**config.mk**
```make
export PLATFORM = sky130hd
export DESIGN_NAME = clock_set_ctrl
export DESIGN_NICKNAME = d
export VERILOG_FILES = /design/src/rtl/clock_ctrl_pkg.sv /design/src/rtl/key_debounce.sv /design/src/rtl/clock_set_ctrl.sv
export SDC_FILE = /design/constraint.sdc
export NUM_CORES = 1
export LEC_CHECK = 0
export CAP_MARGIN = 20
export CORE_MARGIN = 4
export CORE_UTILIZATION = 48
export CTS_CLUSTER_DIAMETER = 100
export DETAILED_ROUTE_END_ITERATION = 8
export GPL_TIMING_DRIVEN = 0
export PLACE_DENSITY = 0.76
export SKIP_LAST_GASP = 1
export SYNTH_ARGS = -nofsm -noshare
export SYNTH_HDL_FRONTEND = slang
export SYNTH_SLANG_ARGS = --single-unit
```
**constraint.sdc**
```tcl
create_clock -name clk -period 2.3 [get_ports clk]
set_input_delay 0.345 -clock clk [delete_from_list [all_inputs] [get_ports clk]]
set_output_delay 0.345 -clock clk [all_outputs]
set_load 0.1 [all_outputs]
```
**src/rtl/clock_ctrl_pkg.sv**
```systemverilog
// Shared state encodings, BCD limits and alarm defaults for the clock setting controller.
package clock_ctrl_pkg;

  typedef enum logic [2:0] {
    ST_RUN   = 3'd0,
    ST_SET_H = 3'd1,
    ST_SET_M = 3'd2,
    ST_ALM_H = 3'd3,
    ST_ALM_M = 3'd4
  } state_t;

  localparam logic [7:0] BCD_HOUR_MAX   = 8'h23;
  localparam logic [7:0] BCD_MIN_MAX    = 8'h59;
  localparam logic [7:0] ALARM_HOUR_RST = 8'h07;
  localparam logic [7:0] ALARM_MIN_RST  = 8'h00;

  // Two-digit BCD increment that wraps to 00 after limit; result is always valid BCD.
  function automatic logic [7:0] bcd_inc(input logic [7:0] v, input logic [7:0] limit);
    logic [7:0] r;
    if (v == limit)
      r = 8'h00;
    else if (v[3:0] >= 4'd9)
      r = {v[7:4] + 4'd1, 4'd0};
    else
      r = {v[7:4], v[3:0] + 4'd1};
    return r;
  endfunction

  function automatic state_t mode_step(input state_t s);
    state_t n;
    case (s)
      ST_RUN:   n = ST_SET_H;
      ST_SET_H: n = ST_SET_M;
      ST_SET_M: n = ST_ALM_H;
      ST_ALM_H: n = ST_ALM_M;
      default:  n = ST_RUN;
    endcase
    return n;
  endfunction

endpackage

```
**src/rtl/key_debounce.sv**
```systemverilog
// Raw key synchronizer plus debouncer; emits one registered pulse per accepted press.
module key_debounce #(
  parameter int DEBOUNCE = 4
) (
  input  logic clk,
  input  logic rst_n,
  input  logic key,
  output logic pulse
);

  localparam int CW = $clog2(DEBOUNCE + 1);

  logic [1:0]    sync_reg;
  logic [CW-1:0] cnt_reg;
  logic          stable_reg;
  logic          stable_d_reg;
  logic          pulse_reg;

  // cnt_reg counts consecutive samples that disagree with the accepted level.
  always_ff @(posedge clk) begin
    if (!rst_n) begin
      sync_reg     <= 2'b00;
      cnt_reg      <= '0;
      stable_reg   <= 1'b0;
      stable_d_reg <= 1'b0;
      pulse_reg    <= 1'b0;
    end else begin
      sync_reg     <= {sync_reg[0], key};
      stable_d_reg <= stable_reg;
      pulse_reg    <= stable_reg & ~stable_d_reg;
      if (sync_reg[1] == stable_reg) begin
        cnt_reg <= '0;
      end else if (cnt_reg == CW'(DEBOUNCE - 1)) begin
        cnt_reg    <= '0;
        stable_reg <= sync_reg[1];
      end else begin
        cnt_reg <= cnt_reg + CW'(1);
      end
    end
  end

  assign pulse = pulse_reg;

endmodule

```
**src/rtl/clock_set_ctrl.sv**
```systemverilog
// Two-key clock/alarm setting controller: mode stepping, time adjust pulses, alarm set and ring.
module clock_set_ctrl
  import clock_ctrl_pkg::*;
#(
  parameter int DEBOUNCE = 4
) (
  input  logic       clk,
  input  logic       rst_n,
  input  logic       key_mode,
  input  logic       key_inc,
  input  logic [7:0] hour,
  input  logic [7:0] min,
  input  logic [7:0] sec,
  output logic       en,
  output logic       adjust_hour,
  output logic       adjust_minute,
  output logic [2:0] mode,
  output logic [7:0] alarm_hour,
  output logic [7:0] alarm_min,
  output logic       alarm_on,
  output logic       ring
);

  logic mode_pulse;
  logic inc_pulse;

  key_debounce #(.DEBOUNCE(DEBOUNCE)) u_mode_db (
    .clk   (clk),
    .rst_n (rst_n),
    .key   (key_mode),
    .pulse (mode_pulse)
  );

  key_debounce #(.DEBOUNCE(DEBOUNCE)) u_inc_db (
    .clk   (clk),
    .rst_n (rst_n),
    .key   (key_inc),
    .pulse (inc_pulse)
  );

  state_t     state_reg, state_next;
  logic       en_reg, en_next;
  logic       adj_h_reg, adj_h_next;
  logic       adj_m_reg, adj_m_next;
  logic [7:0] alarm_hour_reg, alarm_hour_next;
  logic [7:0] alarm_min_reg, alarm_min_next;
  logic       alarm_on_reg, alarm_on_next;
  logic       ring_reg, ring_next;
  logic       silence_reg, silence_next;
  logic       alarm_match;

  always_ff @(posedge clk) begin
    if (!rst_n) begin
      state_reg      <= ST_RUN;
      en_reg         <= 1'b0;
      adj_h_reg      <= 1'b0;
      adj_m_reg      <= 1'b0;
      alarm_hour_reg <= ALARM_HOUR_RST;
      alarm_min_reg  <= ALARM_MIN_RST;
      alarm_on_reg   <= 1'b0;
      ring_reg       <= 1'b0;
      silence_reg    <= 1'b0;
    end else begin
      state_reg      <= state_next;
      en_reg         <= en_next;
      adj_h_reg      <= adj_h_next;
      adj_m_reg      <= adj_m_next;
      alarm_hour_reg <= alarm_hour_next;
      alarm_min_reg  <= alarm_min_next;
      alarm_on_reg   <= alarm_on_next;
      ring_reg       <= ring_next;
      silence_reg    <= silence_next;
    end
  end

  always_comb begin
    state_next      = state_reg;
    adj_h_next      = 1'b0;
    adj_m_next      = 1'b0;
    alarm_hour_next = alarm_hour_reg;
    alarm_min_next  = alarm_min_reg;
    alarm_on_next   = alarm_on_reg;
    ring_next       = ring_reg;
    silence_next    = silence_reg;
    alarm_match     = alarm_on_reg && (hour == alarm_hour_reg) &&
                      (min == alarm_min_reg) && (sec == 8'h00);

    // Leaving the alarm minute (or disarming) ends both the ring and the silence window.
    if (!alarm_on_reg || (min != alarm_min_reg)) begin
      ring_next    = 1'b0;
      silence_next = 1'b0;
    end

    if (ring_reg) begin
      // While ringing, any key only silences the alarm.
      if (mode_pulse || inc_pulse) begin
        ring_next    = 1'b0;
        silence_next = 1'b1;
      end
    end else begin
      if (alarm_match && !silence_reg)
        ring_next = 1'b1;
      if (mode_pulse) begin
        state_next = mode_step(state_reg);
      end else if (inc_pulse) begin
        case (state_reg)
          ST_SET_H: adj_h_next      = 1'b1;
          ST_SET_M: adj_m_next      = 1'b1;
          ST_ALM_H: alarm_hour_next = bcd_inc(alarm_hour_reg, BCD_HOUR_MAX);
          ST_ALM_M: alarm_min_next  = bcd_inc(alarm_min_reg, BCD_MIN_MAX);
          default:  alarm_on_next   = ~alarm_on_reg;
        endcase
      end
    end

    en_next = (state_next != ST_SET_H) && (state_next != ST_SET_M);
  end

  assign en            = en_reg;
  assign adjust_hour   = adj_h_reg;
  assign adjust_minute = adj_m_reg;
  assign mode          = state_reg;
  assign alarm_hour    = alarm_hour_reg;
  assign alarm_min     = alarm_min_reg;
  assign alarm_on      = alarm_on_reg;
  assign ring          = ring_reg;

endmodule

```
==> run_summary.xml <==
<?xml version="1.0" encoding="UTF-8"?>
<metrics>
  <group name="synthesis">
    <metric name="post_synthesis_async_set_or_reset_flop_share" unit="%">0</metric>
    <metric name="postSynthRegisterBits" unit="">41</metric>
    <metric name="netlist_instances" unit="">218</metric>
    <metric name="synthFlopType" unit="">dfxtp_1</metric>
    <metric name="yosys_warnings" unit="">0</metric>
    <metric name="syn_avg_cell_area" unit="sq um">9.091</metric>
    <metric name="synth.distinct_cells" unit="">40</metric>
    <metric name="edff_count_synth" unit="">0</metric>
    <metric name="synth_area_leaders" unit="">dfxtp_1 41%, ha_1 8.8%, xnor2_1 8.4%</metric>
    <metric name="synth_seq_area_share" unit="%">41.41</metric>
    <metric name="netlist.top_cell.by_area" unit="">dfxtp_1</metric>
    <metric name="fraction_of_post_synthesis_cell_area_in_the_top_cell_type_by_area" unit="%">41.41</metric>
    <metric name="syn_nets" unit="">260</metric>
    <metric name="synth_area" unit="sq um">1982</metric>
  </group>
  <group name="clocking">
    <metric name="root_buffer" unit="">clkbuf_8</metric>
    <metric name="cts.hold.buffers_added" unit="">0</metric>
    <metric name="h-tree-depth" unit="">2</metric>
    <metric name="clock_sink_count" unit="">41</metric>
    <metric name="clockBufferDepth" unit="">2</metric>
    <metric name="cts_tree" unit="">done</metric>
    <metric name="cts.clk_slew.worst_paths" unit="ns">0.08</metric>
    <metric name="clkLatencyLatePin" unit="ns">0.29</metric>
    <metric name="cts_made_buffers" unit="">5</metric>
  </group>
  <group name="final_layout">
    <metric name="final.fill_count" unit="">351</metric>
    <metric name="layout.cells.most_common" unit="">clkdlybuf4s50_1</metric>
    <metric name="layout-area-overhead-vs-synth" unit="%">34.66</metric>
    <metric name="drive_gt1_share" unit="%">7.942</metric>
    <metric name="final_core_utilization" unit="%">66.72</metric>
    <metric name="total_number_of_nets_in_the_final_design" unit="">318</metric>
    <metric name="antenna_cells" unit="">0</metric>
    <metric name="most_frequent_cells_in_the_layout" unit="">42 x clkdlybuf4s50_1, 33 x dfxtp_1, 21 x nor2_1</metric>
    <metric name="finish.cell_count_without_fillers" unit="">327</metric>
  </group>
  <group name="place">
    <metric name="globalplace.congestion" unit="">0.8182</metric>
    <metric name="port_bufs" unit="">51</metric>
    <metric name="placed_cells" unit="">319</metric>
    <metric name="post-dp-hpwl" unit="mm">3.362</metric>
  </group>
  <group name="setup_path">
    <metric name="timing.critical_path.slowest_cell_delay" unit="ns">1.17</metric>
    <metric name="crit_buf_inv" unit="">1</metric>
    <metric name="worst_r2r_path_depth" unit="">6</metric>
    <metric name="timing.critical_path.slowest_stage_cell" unit="">clkdlybuf4s50_1</metric>
    <metric name="critical_path_depth" unit="">1</metric>
    <metric name="rrSetupSlack" unit="ns">0.19</metric>
    <metric name="critical_path_start_type" unit="">flop</metric>
    <metric name="setup.worst_path.end_class" unit="">primary output</metric>
    <metric name="crit_type" unit="">reg2out</metric>
    <metric name="crit_path_max_fanout" unit="">6</metric>
    <metric name="cp_cell_sequence" unit="">clkdlybuf4s50_1</metric>
    <metric name="arrival" unit="ns">1.89</metric>
    <metric name="crit_family" unit="">buffers and inverters</metric>
    <metric name="cp_data_required_time" unit="ns">1.96</metric>
  </group>
  <group name="timing">
    <metric name="worst_slew_margin_rel" unit="%">34.67</metric>
    <metric name="finalCriticalPeriod" unit="ns">2.235</metric>
    <metric name="slew_violations" unit="">0</metric>
    <metric name="report.final.hold_viol_count" unit="">0</metric>
    <metric name="finClkSkew" unit="ns">0.007340</metric>
    <metric name="portion_of_the_clock_cycle_consumed_by_the_worst_path_in_the_final_layout" unit="%">97.19</metric>
    <metric name="finalSetupTns" unit="ns">0</metric>
    <metric name="fmaxAchievable" unit="MHz">447.4</metric>
    <metric name="rsz_0062_raised_after_global_routing" unit="">false</metric>
    <metric name="timing.final.setup_violations" unit="">0</metric>
    <metric name="max_slew.worst_pin.slew" unit="ns">0.9769</metric>
  </group>
  <group name="outcome">
    <metric name="outcome" unit="">finished, final reports clean</metric>
  </group>
  <group name="worst_hold_path">
    <metric name="whs_path_depth" unit="">1</metric>
    <metric name="min_path_type" unit="">reg2reg</metric>
  </group>
  <group name="routing">
    <metric name="drt_pass1_iterations" unit="">4</metric>
    <metric name="dr.first_iter.drc_count" unit="">121</metric>
    <metric name="dr_total_vias" unit="">1695</metric>
    <metric name="routed_wire_length_per_instance" unit="microns">13.48</metric>
    <metric name="drt-vias-per-instance" unit="">5.183</metric>
    <metric name="route.final.wire_length" unit="mm">4.409</metric>
    <metric name="drt.antenna.violating_nets" unit="">0</metric>
    <metric name="drc_errors" unit="">0</metric>
  </group>
  <group name="floorplan">
    <metric name="std_cell_rows" unit="">23</metric>
    <metric name="die_h" unit="microns">72.26</metric>
    <metric name="initial_utilization" unit="%">49.55</metric>
    <metric name="chipWidth" unit="microns">72.26</metric>
    <metric name="floorplan.core_area" unit="sq um">4000</metric>
    <metric name="top_level_ports" unit="">52</metric>
    <metric name="die_area" unit="sq um">5221</metric>
  </group>
  <group name="grt">
    <metric name="grt-ovfl-total" unit="">0</metric>
    <metric name="grt_start_max_net_pins" unit="">15</metric>
    <metric name="grt_first_pass_wirelength" unit="mm">7.279</metric>
    <metric name="antenna_violations_before_repair" unit="">0</metric>
    <metric name="grt_util_all_layers" unit="%">17.83</metric>
    <metric name="grt_pass1_vias" unit="">1653</metric>
  </group>
  <group name="power_and_ir_drop">
    <metric name="worst_ir_drop_vdd" unit="uV">247.7</metric>
    <metric name="power_density" unit="nW/um^2">480.6</metric>
    <metric name="leakagePower" unit="nW">1.084</metric>
  </group>
  <group name="flow_run">
    <metric name="cap_viol_max_count" unit="">0</metric>
  </group>
</metrics>
## Yosys cell counts, types with 4 or more instances
library cell and number:
clkbuf_1 4, inv_1 15, a21oi_1 12, xnor2_1 19, mux2i_1 5, nand2_1 7, nand3_1 8, or3_1 4
nor2_1 21, and2_1 7, nand4_1 4, or3b_1 7, ha_1 14, o21ai_0 12, dfxtp_1 41
## final timing paths
kind / startpoint / endpoint
worst max-delay path: alarm_hour[4] / alarm_hour[4]
worst min-delay path: u_inc_db.stable_d_reg / u_inc_db.pulse
worst max register to register: mode[1] / alarm_min[6]
worst min register to register: u_inc_db.stable_d_reg / u_inc_db.pulse
## report_power, final
group | internal, W | switching [W]
registers | 0.000713 | 0.00000218
logic | 0.0000573 | 0.0000350
clock network | 0.000215 | 0.000260
## metal layers
metal	GRT usage (%)	routed length (microns)	up-vias
met4	6.472	80	0
met2	29.73	2052	55
met5	0	0	-
met3	5.540	331	9
li1	-	-	865
met1	21.55	1944	766
## area by class of cell
class,count,area (sq um),share of cell area [%]
plain buffers,6,25.02,0.9376
well taps,50,62.56,2.344
clock inverters,3,21.27,0.7970
flip-flops and latches,41,833.3,31.22
repair buffers,51,521.8,19.55
multi-input cells,156,1080,40.46
clock buffers,5,68.82,2.579
inverters,15,56.30,2.110
## per-stage QoR
step | cell area, sq um | setup slack (ns) | total power, W | hold WS [ns]
detailed placement | 2567 | 0.1690 | 0.0008251 | 0.3786
finish | 2669 | 0.06467 | 0.001283 | 0.3928
global route | 2669 | 0.00003930 | 0.001333 | 0.4111
CTS | 2654 | 0.02144 | 0.001293 | 0.3906
floorplan | 1994 | -0.01130 | 0.0007661 | 0.3674
global placement | 2567 | 0.1874 | 0.0008225 | 0.3771
## logic make-up after synthesis
family / share of synthesized area (%)
buffers and inverters: 4.103
adder cells (fa/ha/maj): 8.838
AO/OA/AOI/OAI: 10.80
AND/OR/NAND/NOR: 23.04
multiplexers: 2.525
flip-flops: 41.41
XOR/XNOR: 9.280
## repair_timing
action / 4_1_cts / 5_1_grt
endpoints found under the setup margin: 3 / 6
buffers inserted: 0 / 0
gates resized for setup: 3 / 6
No activity file was read; power rests on OpenSTA's default activity.
